### config.mk
export PLATFORM = sky130hd
export DESIGN_NAME = encoder_decoder
export DESIGN_NICKNAME = d
export VERILOG_FILES = /design/src/rtl/encdec_pkg.sv /design/src/rtl/onehot_enc_stage.sv /design/src/rtl/encoder_decoder.sv
export SDC_FILE = /design/constraint.sdc
export NUM_CORES = 1
export LEC_CHECK = 0
export CORE_AREA = 2 2 39 41
export DETAILED_ROUTE_END_ITERATION = 7
export DIE_AREA = 0 0 41 43
export DONT_BUFFER_PORTS = 1
export SLEW_MARGIN = 5
export SYNTH_ARGS = -nofsm -noshare
export SYNTH_HDL_FRONTEND = slang
export SYNTH_HIERARCHICAL = 1
export SYNTH_SLANG_ARGS = --single-unit
### constraint.sdc
create_clock -name clk -period 3 [get_ports clk]
set_input_delay 0.6 -clock clk [delete_from_list [all_inputs] [get_ports clk]]
set_output_delay 0.6 -clock clk [all_outputs]
set_load 0.005 [all_outputs]
### src/rtl/encdec_pkg.sv
// Shared constants, width helper and default-width types for the one-hot encoder/decoder.
package encdec_pkg;

  localparam int DEFAULT_N = 4;

  // Ceiling log2, usable in constant expressions (parameter and port widths).
  function automatic int clog2(input int value);
    int result;
    result = 0;
    for (int b = 0; b < 31; b++) begin
      if ((1 << b) < value) begin
        result = b + 1;
      end
    end
    return result;
  endfunction

  localparam int DEFAULT_W = clog2(DEFAULT_N);

  typedef logic [DEFAULT_W-1:0] code_t;
  typedef logic [DEFAULT_N-1:0] onehot_t;

endpackage

### src/rtl/onehot_enc_stage.sv
// Registered one-hot to binary encoder with an illegal-input flag aligned to the code.
// Define ENCDEC_PRIORITY_EN to encode multi-hot inputs by their highest set bit instead of flagging them.
module onehot_enc_stage
  import encdec_pkg::*;
#(
  parameter int N = DEFAULT_N,
  localparam int W = clog2(N)
) (
  input  logic         clk,
  input  logic         rst,
  input  logic         in_valid,
  input  logic [N-1:0] i,
  output logic [W-1:0] y,
  output logic         y_valid,
  output logic         err
);

  logic [W-1:0] y_q, y_d;
  logic         y_valid_q, y_valid_d;
  logic         err_q, err_d;
  logic [W-1:0] highIdx;
  logic         isZero;
  logic         legal;

  // Highest set bit doubles as the index of a true one-hot input.
  always_comb begin
    highIdx = '0;
    for (int k = 0; k < N; k++) begin
      if (i[k]) begin
        highIdx = W'(k);
      end
    end
  end

  assign isZero = (i == '0);

`ifdef ENCDEC_PRIORITY_EN
  assign legal = !isZero;
`else
  logic isOneHot;
  assign isOneHot = ($countones(i) == 1);
  assign legal    = isOneHot;
`endif

  always_comb begin
    y_d       = y_q;
    y_valid_d = 1'b0;
    err_d     = 1'b0;
    if (in_valid) begin
      if (legal) begin
        y_d       = highIdx;
        y_valid_d = 1'b1;
      end else begin
        err_d = 1'b1;
      end
    end
  end

  always_ff @(posedge clk) begin
    if (rst) begin
      y_q       <= '0;
      y_valid_q <= 1'b0;
      err_q     <= 1'b0;
    end else begin
      y_q       <= y_d;
      y_valid_q <= y_valid_d;
      err_q     <= err_d;
    end
  end

  assign y       = y_q;
  assign y_valid = y_valid_q;
  assign err     = err_q;

endmodule

### src/rtl/encoder_decoder.sv
// Two-stage pipeline: one-hot -> binary code (sub-module), then binary -> one-hot decode (inline).
// Multi-hot handling follows ENCDEC_PRIORITY_EN inside onehot_enc_stage; the port list is the same either way.
module encoder_decoder
  import encdec_pkg::*;
#(
  parameter int N = DEFAULT_N,
  localparam int W = clog2(N)
) (
  input  logic         clk,
  input  logic         rst,
  input  logic         in_valid,
  input  logic [N-1:0] i,
  output logic [W-1:0] y,
  output logic         y_valid,
  output logic [N-1:0] a,
  output logic         a_valid,
  output logic         err
);

  localparam logic [N-1:0] OneN = N'(1);

  logic [N-1:0] a_q, a_d;
  logic         a_valid_q, a_valid_d;

  onehot_enc_stage #(.N(N)) u_enc (
    .clk      (clk),
    .rst      (rst),
    .in_valid (in_valid),
    .i        (i),
    .y        (y),
    .y_valid  (y_valid),
    .err      (err)
  );

  // Decode only qualified codes so a stale y never leaks into a.
  always_comb begin
    a_d       = '0;
    a_valid_d = y_valid;
    if (y_valid) begin
      a_d = OneN << y;
    end
  end

  always_ff @(posedge clk) begin
    if (rst) begin
      a_q       <= '0;
      a_valid_q <= 1'b0;
    end else begin
      a_q       <= a_d;
      a_valid_q <= a_valid_d;
    end
  end

  assign a       = a_q;
  assign a_valid = a_valid_q;

endmodule

**Word-level counts from Yosys, hierarchy flattened**

Index checks and enable logic that the tools add are counted.

- Input bits: 7
- Output and inout port bits: 9
- Logic and storage cells: 20
- Register bits: 9

- Add/subtract/negate cells: 3
- Muxes and demuxes: 5
- Eq/ne operators: 1
- Shift operators: 1
- Reduce and logical (&&, ||, !) cells: 3
- Bitwise gates (word level): 2

Operators by type and width:

| operator | number |
|---|---|
| adder 32 bit | 1 |
| == test 32 x 2 -> 1 bit (second input constant) | 1 |
| adder 1 x 1 -> 2 bit | 2 |
| 2-to-1 mux 2 bit | 2 |
| OR reduction 2 bit | 2 |
| << shifter 1 x 2 -> 4 bit (first input constant) | 1 |
| 2-to-1 mux 1 bit | 3 |
| inverter 1 bit | 2 |
| AND reduction 2 bit | 1 |

**Logic depth before layout (Yosys ltp)**

- Depth in word-level cells: 4
- Depth in mapped cells: 8
- Mapped depth without buffers: 8

**Modules after synthesis**

Netlist, hierarchy kept.

By module, submodules not included:

| module | sequential area each (um^2) | cells each | instances | area each (um^2) |
|---|---|---|---|---|
| onehot_enc_stage | 80.1 | 23 | 1 | 210.2 |
| encoder_decoder | 100.1 | 10 | 1 | 151.4 |

**Least setup slack after synthesis**

No wires, ideal clock.

- Path kind: in2reg
- Start: input i[0]
- End: register u_enc.y_q[1] (netlist: u_enc/y[1])
- Setup slack: 0.704 ns
- Library setup time: 0.091 ns
- Arrival time: 2.205 ns
- Data required time: 2.909 ns
- Stages on the path: 8
- Buffers on the path: 0
- Cell sequence: inv_1 -> fa_1 -> inv_1 -> ha_1 -> ha_1 -> and4bb_2 -> nor2_1 -> a311oi_1

- Longest elaborated chain between the ends: 4

RTL lines:

| item | line | source |
|---|---|---|
| start, declared | encoder_decoder.sv:12 | `input logic [N-1:0] i,` |
| adder 1 x 1 -> 2 bit (implied by the code) | onehot_enc_stage.sv:41 | `assign isOneHot = ($countones(i) == 1);` |
| adder 32 bit (implied by the code) | onehot_enc_stage.sv:41 |  |
| == test 32 x 2 -> 1 bit | onehot_enc_stage.sv:41 |  |
| AND reduction 2 bit (no line) | - |  |
| end signal, assigned | onehot_enc_stage.sv:65 | `y_q <= y_d;` |
| end, declared | onehot_enc_stage.sv:18 | `logic [W-1:0] y_q, y_d;` |

No other way between the ends.
A chain may end at the register's enable or synchronous reset.

**Worst setup path after layout**

Ends and elaborated chain as after synthesis.

==> metrics.md <==
| Metric | Value |
|---|---|
| Post-Syn Area | 362 um2 |
| Drt drc | 0 |
| Count of final setup violators | 0 |
| Initial Util | 26.1% |
| Pre-antenna DRT Iters | 2 |
| Gpl congestion | 0.577 |
| Slew margin rel. | 85.6% |
| Simple-gate share of the synthesized area | 24.2% |
| Worst R2R Setup Slack | 2.19 ns |
| Register area share after synthesis | 49.8% |
| Clock-pin slew on the worst setup and hold paths | 0.06 ns |
| Ports | 16 |
| Port Buffer Count | 0 |
| Initial DRC Count | 3 |
| Synth top area cells | dfxtp_1 (50%), and4bb_2 (10%), ha_1 (6.9%) |
| Die height | 43 um |
| Clock Root Buffer | clkbuf_4 |
| Routed wire length | 570 um |
| Pin count of the biggest net entering global routing | 10 |
| Yosys cell types | 13 |
| Core ar. | 0.00138 mm2 |
| Setup TNS | 0 ns |
| CP Max Fanout | 5 |
| Worst Path Required | 3.17 ns |
| Adder-cell share of the synthesized area | 12.5% |
| Gate Count Post-Synth | 33 |
| Htree depth | 1 |
| Post_cts resized | 0 |
| Vias per std cell | 4.45 |
| Syn_nets | 43 |
| Setup repair bufs after CTS | 0 |
| ANT nets after route | 0 |
| Leak | 0.000177 uW |
| Vias in the first global route | 224 |
| Clock Latency Late Sink | 0.25 ns |
| Clock sink count | 9 |
| CTS tree | built |
| CP Launch Type | primary input |
| DR vias | 236 |
| Pwr dens | 603 mW/mm2 |
| Layout Cells excl Fill | 53 |
| Initial antenna violation count | 0 |
| Ant. Diodes | 0 |
| Largest area contributor in the netlist | dfxtp_1 |
| First-pass GRT wire length | 828 um |
| Placed Instances | 49 |
| Layout area overhead | 12.8% |
| Final hold vios | 0 |
| CTS Buf Count | 3 |
| Maximum VDD drop | 116 uV |
| Worst Hold Class | primary input to flip-flop |
| WL/cell | 10.8 um |
| Status | finished clean |
| FP Rows | 14 |
| Setup Skew | 0.00349 ns |
| Multiplexer area fraction after synthesis | 0% |
| FF+latch count, synth | 9 |
| Yosys Warn Count | 6 |
| RSZ-0062 raised after global routing | no |
| Fin crit share | 70.5% |
| Final nets | 48 |
| Reg2Reg Launch Point | u_enc/y[1] |
| Die width | 41 um |
| Hold path startpoint | rst |
| MaxCap Viol Count | 0 |
| Largest family of logic cells by synthesized area | simple AND/OR/NAND/NOR gates |
| Xor/xnor share of the synthesized area | 0% |
| Final Slew Violations | 0 |
| All-layer global routing usage | 7.55% |
| Tightest Pin Transition | 0.214 ns |
| Maximum clock rate | 473 MHz |
| Avg Cell Area, Syn | 11.0 um2 |
| Post-DP HPWL | 420 um |
| Cts hold-fix bufs | 0 |
| Setup crit end kind | flip-flop |
| CP startpoint | i[0] |
| Share of layout cells above drive strength 1 | 18.9% |
| Worst Setup Path Type | primary input to flip-flop |
| Die ar. | 0.00176 mm2 |
| Synth top area share | 49.8% |
| CTS Buffer Depth | 2 |
| Grt ovf | 0 |
| Compound-Gate Fraction of Synth Area | 7.27% |
| Fin crit period | 2.11 ns |
| CP arrival | 2.28 ns |
layout make-up:
class,count,area (um2)
Tap cell,16,20.0
Clock buffer,4,26.3
Fill cell,151,976
Sequential cell,9,180
Multi-Input combinational cell,18,159
Inverter,6,22.5
per-layer routing:
| metal | share of wire (%) | GRT usage [%] |
|---|---|---|
| met1 | 47 | 8.12 |
| met2 | 39 | 8.75 |
| met3 | 14 | 5.24 |
| met4 | 0 | 8.00 |
| met5 | 0 | 0 |
final timing paths:
check,end,cells past startpoint
worst max-delay path,u_enc/y[1],8
worst min-delay path,u_enc/y_valid,1
worst max register to register,u_enc/y[1],2
worst min register to register,a[0],1
cells in the final DEF, fill, tap and decap left out:
cell type	n
dfxtp_1	9
a21oi_1	2
and4b_2	1
and4bb_2	3
ha_1	2
fa_1	1
nor2_1	3
a211oi_1	1
nor4b_1	1
a311oi_1	1
clkbuf_1	1
clkbuf_4	3
inv_1	6
nand2b_1	1
nor2b_1	2
sequential cells by signal (all words and copies together) (netlist names):
name	count
u_enc/err	1
a	4
a_valid	1
u_enc/y	2
u_enc/y_valid	1
synthesized netlist by cell type:
cell and number:
a211oi_1 1, a21oi_1 2, a311oi_1 1, and4b_2 1
and4bb_2 3, dfxtp_1 9, fa_1 1, ha_1 2
inv_1 6, nand2b_1 1, nor2_1 3, nor2b_1 2
nor4b_1 1
cell families after synthesis:
family,count (synthesis)
flip-flops,9
AND/OR/NAND/NOR,11
AO/OA/AOI/OAI,4
buffers and inverters,6
adder cells (fa/ha/maj),3
power breakdown:
group	internal (uW)	switching, uW	total [uW]	leakage, uW
clock network	51.0	38.8	89.9	0.0000150
logic	12.6	11.3	23.9	0.0000887
registers	126	6.54	132	0.0000731
metrics by stage:
step | setup slack, ns | utilization [%] | power, uW | area (um2) | hold WS, ns
6_report | 0.885 | 29.5 | 246 | 408 | 0.406
5_1_grt | 0.790 | 29.5 | 263 | 408 | 0.386
4_1_cts | 0.887 | 29.5 | 252 | 408 | 0.394
3_5_place_dp | 0.624 | 27.6 | 159 | 382 | 0.529
3_3_place_gp | 0.649 | 27.6 | 158 | 382 | 0.526
2_1_floorplan | 0.704 | - | 154 | 362 | 0.483
worst max-delay path, stage by stage:
cell,delay (ns)
inv_1,0.03
fa_1,0.52
inv_1,0.04
ha_1,0.17
ha_1,0.28
and4bb_2,0.35
nor2_1,0.05
a311oi_1,0.23
No activity file was read; power rests on OpenSTA's default activity.
